===== src/rtl/jk_reg_arbiter.sv =====
// jk_reg_arbiter: round-robin arbitrated LOAD/SET/CLEAR/TOGGLE access to a shared JK-flop register.
// Define JK_ARB_FIXED_PRIO_EN for fixed lowest-index-wins priority instead of round-robin.
module jk_reg_arbiter #(
   parameter int N_REQ = 4,
   parameter int WIDTH = 8,
   localparam int IW = $clog2(N_REQ)
) (
   input  logic                   clk,
   input  logic                   rst_n,
   input  logic [N_REQ-1:0]       req,
   input  logic [2*N_REQ-1:0]     op,
   input  logic [WIDTH*N_REQ-1:0] data,
   output logic [N_REQ-1:0]       gnt,
   output logic [IW-1:0]          owner,
   output logic                   busy,
   output logic                   done,
   output logic [WIDTH-1:0]       q
);
   typedef enum logic {IDLE, APPLY} state_t;
   state_t           state_q, state_d;
   logic [N_REQ-1:0] gnt_q, gnt_d;
   logic [IW-1:0]    owner_q, owner_d, ptr_q, ptr_d, win, idx;
   logic             busy_q, busy_d, done_q, done_d, found;
   logic [WIDTH-1:0] q_q, q_d, data_c_q, data_c_d, j, k;
   logic [1:0]       op_c_q, op_c_d;
   always_comb begin
      found = 1'b0;
      win = '0;
      idx = '0;
`ifdef JK_ARB_FIXED_PRIO_EN
      for (int i = N_REQ - 1; i >= 0; i--) begin
         idx = IW'(i);
         if (req[idx]) begin
            found = 1'b1;
            win = idx;
         end
      end
`else
      for (int i = 0; i < N_REQ; i++) begin
         idx = IW'((int'(ptr_q) + i) % N_REQ);
         if (!found && req[idx]) begin
            found = 1'b1;
            win = idx;
         end
      end
`endif
   end
   // JK inputs per bit from the captured command; q+ = J&~q | ~K&q
   always_comb begin
      j = (op_c_q == 2'b10) ? '0 : data_c_q;
      k = (op_c_q == 2'b00) ? ~data_c_q : (op_c_q == 2'b01) ? '0 : data_c_q;
   end
   always_comb begin
      state_d  = state_q;
      gnt_d    = '0;
      owner_d  = owner_q;
      busy_d   = busy_q;
      done_d   = 1'b0;
      ptr_d    = ptr_q;
      q_d      = q_q;
      op_c_d   = op_c_q;
      data_c_d = data_c_q;
      if (state_q == APPLY) begin
         q_d     = (j & ~q_q) | (~k & q_q);
         busy_d  = 1'b0;
         done_d  = 1'b1;
         ptr_d   = (owner_q == IW'(N_REQ - 1)) ? '0 : owner_q + 1'b1;
         state_d = IDLE;
      end else if (found) begin
         gnt_d    = N_REQ'(1) << win;
         owner_d  = win;
         busy_d   = 1'b1;
         op_c_d   = op[{win, 1'b0} +: 2];
         data_c_d = data[WIDTH*win +: WIDTH];
         state_d  = APPLY;
      end
   end
   always_ff @(posedge clk or negedge rst_n) begin
      if (!rst_n) begin
         state_q  <= IDLE;
         gnt_q    <= '0;
         owner_q  <= '0;
         busy_q   <= 1'b0;
         done_q   <= 1'b0;
         ptr_q    <= '0;
         q_q      <= '0;
         op_c_q   <= '0;
         data_c_q <= '0;
      end else begin
         state_q  <= state_d;
         gnt_q    <= gnt_d;
         owner_q  <= owner_d;
         busy_q   <= busy_d;
         done_q   <= done_d;
         ptr_q    <= ptr_d;
         q_q      <= q_d;
         op_c_q   <= op_c_d;
         data_c_q <= data_c_d;
      end
   end
   assign gnt   = gnt_q;
   assign owner = owner_q;
   assign busy  = busy_q;
   assign done  = done_q;
   assign q     = q_q;
endmodule


===== config.mk =====
export PLATFORM = sky130hd
export DESIGN_NAME = jk_reg_arbiter
export DESIGN_NICKNAME = d
export VERILOG_FILES = /design/src/rtl/jk_reg_arbiter.sv
export SDC_FILE = /design/constraint.sdc
export NUM_CORES = 1
export LEC_CHECK = 0
export CAP_MARGIN = 5
export CORE_MARGIN = 2
export CORE_UTILIZATION = 43
export CTS_BUF_LIST = sky130_fd_sc_hd__clkbuf_4 sky130_fd_sc_hd__clkbuf_8 sky130_fd_sc_hd__clkbuf_16
export CTS_CLUSTER_DIAMETER = 100
export DETAILED_ROUTE_END_ITERATION = 7
export GPL_TIMING_DRIVEN = 0
export PLACE_DENSITY = 0.79
export SLEW_MARGIN = 20
export SYNTH_ARGS = -nofsm -noshare
export SYNTH_HDL_FRONTEND = slang
export SYNTH_SLANG_ARGS = --single-unit

===== constraint.sdc =====
create_clock -name clk -period 1.8 [get_ports clk]
set_input_delay 0.36 -clock clk [delete_from_list [all_inputs] [get_ports clk]]
set_output_delay 0.36 -clock clk [all_outputs]
set_load 0.02 [all_outputs]

==> flow_metrics.env <==
export IMPL_status="finished, final reports clean"
export IMPL_cp_end_kind="output pin"
export IMPL_ys_seq_area_frac=0.4538
export IMPL_p_int_mw=2.121
export IMPL_setup_viol=0
export IMPL_placedInstanceArea_sq_um=2265
export IMPL_syn_to_final_growth_pct=51.56
export IMPL_path_cells="clkdlybuf4s50_1"
export IMPL_die_area_sq_um=4222
export IMPL_use_met3=0.06771
export IMPL_drt_vias_per_instance=5.505
export IMPL_path_depth=1
export IMPL_async_reset_ff_frac=1.000
export IMPL_avgRoutedWirePerCell_um=16.23
export IMPL_clk_path_buf_depth=2
export IMPL_avgSynthCellArea_sq_um=10.38
export IMPL_synth_edf_count=0
export IMPL_hold_class="input port to asynchronous set/reset pin"
export IMPL_cts_hold_buffers=0
export IMPL_timing_final_crit_share=0.9506
export IMPL_path_delay_family="buffers and inverters"
export IMPL_die_w_um=64.98
export IMPL_synth_nets=201
export IMPL_regToRegSetupSlack_ns=0.19
export IMPL_skew_ns=0.006203
export IMPL_ant_nets=0
export IMPL_cap_violations=0
export IMPL_layout_min_cycle_time_ns=1.711
export IMPL_syn_inst=154
export IMPL_antenna_found_initial=0
export IMPL_grt_util_met1=0.2558
export IMPL_reg2reg_from="op_c_q[1]"
export IMPL_regArea_sq_um=725.7
export IMPL_ys_types=30
export IMPL_crit_buf_inv=1
export IMPL_p_per_area_nw_per_um2=1482
export IMPL_grt_use_total=0.2379
export IMPL_r2r_end="q[2]"
export IMPL_worstSetupStartpointType="flop"
export IMPL_grt_overflow=0
export IMPL_final_area_sq_um=2424
export IMPL_wirelength_um=4496
export IMPL_drive_above_1_share=0.1703
export IMPL_core_area_sq_um=3606
export IMPL_path_class="flop to output pin"
export IMPL_p_sw_frac=0.4095
export IMPL_ys_seq_elements=29
export IMPL_dp_cells=263
export IMPL_layout_cells_non_filler=277
export IMPL_p_switching_mw=1.471
export IMPL_globalRouteMet2Util=0.4188
export IMPL_grt_pass1_wl_um=7362
export IMPL_irDropWorstVdd_v=0.0006447
export IMPL_critical_path_startpoint="q[5]"
export IMPL_cts_root_buf="clkbuf_8"
export IMPL_synth_area_sq_um=1599
export IMPL_num_vias=1525
export IMPL_firstDrtPassIters=4
export IMPL_grt_max_degree=30
export IMPL_clockPowerShare=0.146
export IMPL_nFillCells=288
export IMPL_cts_sinks=29
export IMPL_cpPeakStageDelay_ns=0.63
export IMPL_nets=275
export IMPL_drc=0
export IMPL_p_comb_frac=0.522
export IMPL_power_frac_seq=0.332
export IMPL_start_util=0.4434
export IMPL_diodes=0
export IMPL_clk_latency_ns=0.28
export IMPL_tritoncts="yes"
export IMPL_grt_pass1_vias=1607
export IMPL_final_hold_violation_count=0
export IMPL_cp_arrival_ns=1.35
export IMPL_r2r_cells=5
export IMPL_fin_setup_tns_ns=0
export IMPL_synth_warnings=0
export IMPL_ioPinCount=62
export IMPL_num_rows=22
export IMPL_clk_pin_slew_worst_paths_ns=0.06
export IMPL_cpMaxStageDelayCell="clkdlybuf4s50_1"
export IMPL_multi_input_area_sq_um=818.3
export IMPL_cts_htree_levels=2
export IMPL_cp_endpoint="q[5]"
export IMPL_io_buffers=61
export IMPL_worst_path_max_fanout=5
export IMPL_cellLeakagePower_nw=1.055
export IMPL_place_congestion=0.7966
export IMPL_slew_headroom=0.5653
export IMPL_fmax_ghz=0.5844
export IMPL_worstPathRequired_ns=1.44
export IMPL_tightest_slew_ns=0.6520
export IMPL_ys_flop_type="dfrtp_1"
export IMPL_hpwl_um=3216
export IMPL_drv_slew=0
export IMPL_die_h_um=64.98
export IMPL_drt_iter0_markers=89
export IMPL_numCtsBuffers=5
export IMPL_gr_max_usage_layer="met2"
export IMPL_rsz0062_at_grt="no"
-- flip-flops by register name (all words and copies together) (netlist names) --
signal / flops
gnt: 4
q: 8
busy: 1
done: 1
op_c_q: 2
ptr_q: 2
state_q: 1
data_c_q: 8
owner: 2
-- metrics by stage --
| stage | setup slack [ns] | total power, mW | hold WS [ns] | utilization |
|---|---|---|---|---|
| floorplan | 0.2829 | 2.278 | 0.06441 | - |
| global placement | -0.4077 | 2.858 | 0.4855 | 0.6294 |
| detailed placement | -0.4190 | 2.942 | 0.4183 | 0.6280 |
| CTS | 0.009626 | 3.568 | 0.1147 | 0.6645 |
| global route | 0.04668 | 3.832 | 0.1403 | 0.6721 |
| finish | 0.08898 | 3.592 | 0.1025 | 0.6721 |
-- cells in the final DEF (no fill, tap or decap), drive strengths merged, types with 4 or more instances in the layout --
cell type | synthesis | final
clkbuf | 4 | 10
clkdlybuf4s50 | 0 | 56
a21oi | 10 | 10
nor2b | 4 | 4
mux2i | 20 | 20
a211oi | 7 | 7
o21ai | 12 | 12
nor2 | 14 | 14
o221ai | 11 | 11
nand3 | 9 | 9
inv | 4 | 4
buf | 5 | 12
nand2 | 14 | 14
dfrtp | 29 | 29
-- cell type report --
| type | instances | area share |
|---|---|---|
| Inverter | 4 | 0.006195 |
| Sequential cell | 29 | 0.2994 |
| Multi-Input combinational cell | 112 | 0.3376 |
| Buffer | 9 | 0.02685 |
| Clock buffer | 6 | 0.03149 |
| Timing Repair Buffer | 67 | 0.2695 |
| Clock inverter | 2 | 0.004130 |
| Tap cell | 48 | 0.02478 |
-- how the worst min path moves through the flow --
stage	startpoint	end	slack, ns	cells after the start
after floorplan	rst_n	busy	0.06	0
after global placement	state_q	done	0.49	0
after detailed placement	rst_n	busy	0.42	1
after CTS	rst_n	q[5]	0.11	1
after global routing	rst_n	busy	0.14	1
final	rst_n	busy	0.10	1
-- timing repair --
item	4_1_cts	5_1_grt
setup endpoints to repair	12	12
gates cloned	2	0
pin swaps	1	1
setup buffers	3	1
gates resized for setup	6	6
-- power groups by stage --
stage          clock network, mW  registers (mW)  logic [mW]
3_3_place_gp                   0            1.16        1.70
6_report                   0.523            1.19        1.87
4_1_cts                    0.533            1.18        1.85
5_1_grt                    0.572            1.23        2.03
3_5_place_dp                   0            1.19        1.75
2_1_floorplan                  0            1.29       0.987
-- cells in the mapped netlist, types with 3 or more instances --
cell type	instances	area share
dfrtp_1	29	0.45
mux2i_1	20	0.13
nand2_1	14	0.033
nor2_1	14	0.033
a21oi_1	10	0.031
o21ai_0	10	0.031
o221ai_2	10	0.094
nand3_1	9	0.028
a211oi_1	7	0.033
clkbuf_1	4	0.0094
buf_6	3	0.021
inv_1	3	0.0070
-- per-layer routing --
layer / vias up / wire length (um) / part of all wire
met4: 0 / 144 / 0.032
met3: 13 / 293 / 0.065
met2: 63 / 2409 / 0.54
li1: 716 / - / -
met5: - / 0 / 0
met1: 733 / 1649 / 0.37
-- cells by family after synthesis --
group	synth area share
AND/OR/NAND/NOR	0.1346
AO/OA/AOI/OAI	0.2167
flip-flops	0.4538
multiplexers	0.1393
buffers and inverters	0.04772
adder cells (fa/ha/maj)	0.007823
Power figures use the tool's default switching activity.
